## src/rtl/rf_pkg.sv

```systemverilog
// Shared widths and the write-back request record for the register-file write port.
// Bus widths are combinational definitions only; nothing here is registered.
package rf_pkg;

  localparam int AW       = 5;
  localparam int DW       = 32;
  localparam int NREQ_MAX = 4;

  localparam logic [AW-1:0] ZERO_REG = 5'd0;

  typedef struct packed {
    logic          valid;
    logic [AW-1:0] addr;
    logic [DW-1:0] data;
  } wb_req_t;

endpackage

```

## src/rtl/rf_wb_arbiter_rr.sv

```systemverilog
// Round-robin grant over N requesters: the combinational one-hot grant searches from the slot after the last winner.
// The pointer moves only when the caller reports a completed handshake, so a stalled grant keeps its priority.
module rr_arbiter #(
  parameter int N = 3
) (
  input  logic         clk,
  input  logic         rst,
  input  logic [N-1:0] req,
  input  logic         advance,
  output logic [N-1:0] gnt
);

  localparam int PW = (N > 1) ? $clog2(N) : 1;

  logic [PW-1:0] ptr_q, ptr_d;
  logic          found;
  int            idx;

  always_comb begin
    gnt   = '0;
    found = 1'b0;
    idx   = 0;
    for (int k = 1; k <= N; k++) begin
      idx = (int'(ptr_q) + k) % N;
      if (!found && req[idx]) begin
        gnt[idx] = 1'b1;
        found    = 1'b1;
      end
    end
  end

  always_comb begin
    ptr_d = ptr_q;
    if (advance) begin
      for (int i = 0; i < N; i++) begin
        if (gnt[i]) ptr_d = PW'(i);
      end
    end
  end

  // Reset to the last slot so requester 0 is searched first.
  always_ff @(posedge clk) begin
    if (rst) ptr_q <= PW'(N - 1);
    else     ptr_q <= ptr_d;
  end

endmodule

```

## src/rtl/rf_wb_arbiter.sv

```systemverilog
// Write-back arbiter + busy scoreboard for the register file's single write port; grant is combinational, write lands one edge after the handshake.
// Unselected requesters simply see ready=0 and hold; RF_WB_BYPASS_EN adds forwarding comparators on the pending write.
module rf_wb_arbiter #(
  parameter int NREQ = 3,
  parameter int AW   = rf_pkg::AW,
  parameter int DW   = rf_pkg::DW
) (
  input  logic               clk,
  input  logic               rst,
  input  logic [NREQ-1:0]    req_valid,
  input  logic [NREQ*AW-1:0] req_addr,
  input  logic [NREQ*DW-1:0] req_data,
  output logic [NREQ-1:0]    req_ready,
  input  logic               rsv_valid,
  input  logic [AW-1:0]      rsv_addr,
  output logic [31:0]        busy,
`ifdef RF_WB_BYPASS_EN
  input  logic [AW-1:0]      byp_addr_a,
  input  logic [AW-1:0]      byp_addr_b,
  output logic               byp_hit_a,
  output logic               byp_hit_b,
  output logic [DW-1:0]      byp_data_a,
  output logic [DW-1:0]      byp_data_b,
`endif
  output logic               rf_we,
  output logic [AW-1:0]      rf_waddr,
  output logic [DW-1:0]      rf_wdata
);

  import rf_pkg::*;

  logic [NREQ-1:0] gnt;
  wb_req_t         gnt_req;

  logic            we_q, we_d;
  logic [AW-1:0]   waddr_q, waddr_d;
  logic [DW-1:0]   wdata_q, wdata_d;
  logic [31:0]     busy_q, busy_d;

  rr_arbiter #(.N(NREQ)) u_rr (
    .clk     (clk),
    .rst     (rst),
    .req     (req_valid),
    .advance (gnt_req.valid),
    .gnt     (gnt)
  );

  // No acknowledgement while reset is held, so in-flight requesters keep their data.
  assign req_ready = rst ? '0 : gnt;

  always_comb begin
    gnt_req = '0;
    for (int i = 0; i < NREQ; i++) begin
      if (req_ready[i]) begin
        gnt_req.valid = req_valid[i];
        gnt_req.addr  = req_addr[i*AW +: AW];
        gnt_req.data  = req_data[i*DW +: DW];
      end
    end
  end

  always_comb begin
    we_d    = 1'b0;
    waddr_d = waddr_q;
    wdata_d = wdata_q;
    if (gnt_req.valid) begin
      we_d    = (gnt_req.addr != ZERO_REG);
      waddr_d = gnt_req.addr;
      wdata_d = gnt_req.data;
    end
  end

  // Set after clear: a reservation landing with the retiring write belongs to a newer producer.
  always_comb begin
    busy_d = busy_q;
    if (we_q) busy_d[waddr_q] = 1'b0;
    if (rsv_valid && (rsv_addr != ZERO_REG)) busy_d[rsv_addr] = 1'b1;
    busy_d[0] = 1'b0;
  end

  always_ff @(posedge clk) begin
    if (rst) begin
      we_q    <= 1'b0;
      waddr_q <= '0;
      wdata_q <= '0;
      busy_q  <= '0;
    end else begin
      we_q    <= we_d;
      waddr_q <= waddr_d;
      wdata_q <= wdata_d;
      busy_q  <= busy_d;
    end
  end

  assign rf_we    = we_q;
  assign rf_waddr = waddr_q;
  assign rf_wdata = wdata_q;
  assign busy     = busy_q;

`ifdef RF_WB_BYPASS_EN
  assign byp_hit_a  = we_q && (waddr_q == byp_addr_a) && (byp_addr_a != ZERO_REG);
  assign byp_hit_b  = we_q && (waddr_q == byp_addr_b) && (byp_addr_b != ZERO_REG);
  assign byp_data_a = wdata_q;
  assign byp_data_b = wdata_q;
`endif

endmodule
```

## config.mk

```make
export PLATFORM = sky130hd
export DESIGN_NAME = rf_wb_arbiter
export DESIGN_NICKNAME = d
export VERILOG_FILES = /design/src/rtl/rf_pkg.sv /design/src/rtl/rf_wb_arbiter_rr.sv /design/src/rtl/rf_wb_arbiter.sv
export SDC_FILE = /design/constraint.sdc
export NUM_CORES = 1
export LEC_CHECK = 0
export BUFFER_PORTS_ARGS = -buffer_cell sky130_fd_sc_hd__buf_4
export CAP_MARGIN = 15
export CORE_MARGIN = 8
export CORE_UTILIZATION = 45
export CTS_CLUSTER_SIZE = 20
export DETAILED_ROUTE_END_ITERATION = 7
export PLACE_DENSITY_LB_ADDON = 0.1
export SYNTH_ARGS = -nofsm -noshare
export SYNTH_HDL_FRONTEND = slang
export SYNTH_SLANG_ARGS = --single-unit
```

## constraint.sdc

```tcl
create_clock -name clk -period 2.96 [get_ports clk]
set_input_delay 0.296 -clock clk [delete_from_list [all_inputs] [get_ports clk]]
set_output_delay 0.296 -clock clk [all_outputs]
set_load 0.05 [all_outputs]
```

==> key figures <==
Run status
  – Outcome: completed

Placement
  – Final GP Congestion: approximately 0.85
  – Dpl hpwl: slightly below 10000 microns
  – Number of port buffers: 193
  – Pre-CTS WS: ~290 ps
  – Post-DP Area: ~5000 sq um

Global route
  – Overflow after GRT: 0
  – Overall Global Routing Usage: 22.10%
  – Maximum number of pins on one net before global-route repair: 39
  – First-pass GRT wire length: 20530 microns
  – Vias in the first global route: around 4.2k
  – Initial antenna violation count: 0

Final layout
  – Fraction of layout cells with a size suffix above 1: between 30% and 40%
  – Synth-to-layout area growth: 48.01%
  – Final Instance Area: approximately 5400 sq um
  – Diodes inserted: 0
  – Final net count: 735

Synth
  – Post-synth net total: 557
  – Post-Syn Instances: 431
  – Prevailing post-synth register cell: dfxtp_1
  – Post-synthesis cell type count: 41
  – Mean Syn Cell Area: 8.448 sq um
  – Post-Syn Area: 3641 sq um
  – Synth warnings: 0
  – Number of synthesized flops with an enable pin: 0
  – Post-synthesis sequential area ratio: 39.04%
  – FF+latch count, synth: slightly above 70
  – Asr flop ratio synth: 0%

Setup path
  – R2r startpoint: u_rr.ptr_q[0]
  – R2R Setup Slk: 330 ps
  – Worst-path maximum fanout: 33
  – Crit path from: u_rr.ptr_q[0]
  – Critical-path cell list: inv_1, ha_2, nor2b_1, o211a_1, a41o_1, nand2_1, inv_2, buf_8, buf_4
  – Worst EP required: 2660 ps
  – WP buf/inv: 4
  – CP Launch Type: flop
  – CP delay by family, top: buffers and inverters
  – CP peak stage delay: 430 ps
  – Setup CP Type: reg2out
  – Crit path DAT: 2460 ps
  – Slowest CP cell: ha_2
  – Crit. End Element: output port

Timing
  – Least-Margin Pin Slew: ~1100 ps
  – Final setup violation count: 0
  – Final setup TNS: 0 ps
  – Max Transition Viols Final: 0
  – Hold WS: approximately 250 ps
  – Hold Fails Final Rpt: 0
  – Crit path time final: 2752 ps
  – Layout Skew: 10.55 ps
  – Achievable Freq: 363.4 MHz
  – RSZ-0062 raised after global routing: false
  – Worst Setup Slack, final: around 210 ps
  – Worst slew margin: 26.82%
  – Part of the cycle the worst path needs: 92.98%

Power and ir drop
  – VDD IR max: 464.6 uV
  – Power per cell area: about 970 nW/um^2
  – Lkg Pwr: roughly 2.5 nW
  – Final Power: 5.221 mW

Route
  – Post-route DRC: 0
  – First drt pass iteration count: 5
  – Via count: 4004
  – Routed WL: 12900 microns
  – Drt via density: ~5.6
  – Initial DRC Count: 170
  – WL/cell: between 15 and 20 microns
  – ANT nets after route: 0

Clock tree
  – Cts bufs inserted: 9
  – H-Tree Depth: 3
  – Clk root buf: clkbuf_8
  – Post-CTS Setup Inserts: 0
  – Post-CTS resize count: 0
  – Number of hold buffers added after cts: 0
  – Clock Sinks: just over 70
  – CTS tree: yes
  – Clk_lat worst skew: ~340 ps
  – Max clock buf depth: 2
  – Clock Pin Slew Worst Setup and Hold Paths: about 80 ps

Min path
  – Min-delay src: req_data[77]
  – Worst hold path type: in2reg

Floorplan
  – Die Span Y: ~110 microns
  – Die area: 11230 sq um
  – Initial Utilization: 45.45%
  – Core area: roughly 8000 sq um
  – Ports: 195
  – Die Wd: 106.0 microns
  – Rows: 33

Flow run
  – Total of max-cap violations: 0
[worst paths after layout]
check / end / cells after the start
worst min-delay path: rf_wdata[13] / 3
worst max register to register: u_rr.ptr_q[1] / 11
worst max-delay path: req_ready[2] / 9
worst min register to register: rf_wdata[7] / 2
[state kept, by name, indices dropped and copies added, names as in the netlist]
register	flops
busy	31
rf_waddr	5
rf_wdata	32
rf_we	1
u_rr.ptr_q	2
[layout by cell type, fill, tap and decap left out, types with 4 or more instances in the layout]
cell type  Yosys  final
o21ai_0       67     67
a221o_1       34     34
clkbuf_8       0     10
nor2_1        12     12
a21oi_1       32     32
inv_1          5      5
dfxtp_1       71     71
nor3b_1        5      5
o31ai_1        4      4
buf_4          3    200
nand2_1       71     71
mux2i_1       37     37
o211ai_1       6      6
a221oi_1       4      4
nand3b_1       6      6
[metrics by stage]
stage / std cells / util [%]
final: 719 / 67.28
after CTS: 719 / 67.06
after detailed placement: 703 / 64.28
after floorplan: 431 / -
after global placement: 703 / 64.28
after global routing: 719 / 67.28
[tightest hold or removal path: cells and delay by family]
kind,cells,cell delay [ps]
mux,1,110
buf+inv,1,70
compound gates,1,70
[where the power goes]
| part | internal [mW] | total [mW] | switching [mW] |
|---|---|---|---|
| clock network | 0.498 | 0.864 | 0.366 |
| logic | 1.11 | 2.96 | 1.85 |
| registers | 1.20 | 1.39 | 0.194 |
[layout make-up]
type	count	area, sq um
flip-flops and latches	71	1421
well taps	105	131.4
repair buffers	203	1551
inverters	6	22.52
multi-input cells	318	2039
fillers	676	2621
clock inverters	5	81.33
clock buffers	11	141.4
[metal layers]
layer	track usage (%)	up-vias	part of all wire, %
met5	0	-	0
met4	8.040	0	1.4
met3	8.227	16	9.2
met2	38.74	183	51
met1	23.80	1860	38
li1	-	1945	-
[synth_stat cells, types with 3 or more instances]
library cell  instances  area, sq um
nor3b_1               5        37.54
dfxtp_1              71         1421
nor2b_1               3        18.77
buf_2                 6        30.03
buf_4                 3        22.52
ha_1                  4        50.05
inv_1                 5        18.77
o211ai_1              6        45.04
a221o_1              34        340.3
nand3_1               3        15.01
nand3b_1              6        45.04
clkbuf_1             22        82.58
a21oi_1              32        160.2
buf_1                 3        11.26
nand2b_1              3        18.77
nand2_1              71        266.5
o31ai_1               4        30.03
mux2i_1              37        370.4
nor2_1               12        45.04
o21ai_0              67        335.3
o21ai_1               3        15.01
a221oi_1              4        35.03
[cells by family (layout without fill, tap and decap cells)]
group           after synthesis  after routing  share of synthesized area [%]
fa+ha+maj                     4              4                          1.375
flops                        71             71                          39.04
simple gates                115            115                          14.78
buf+inv                      42            225                          5.258
compound gates              161            161                          29.28
other cells                   1              1                         0.1030
mux                          37             37                          10.17
(Power assumes the default switching activity.)
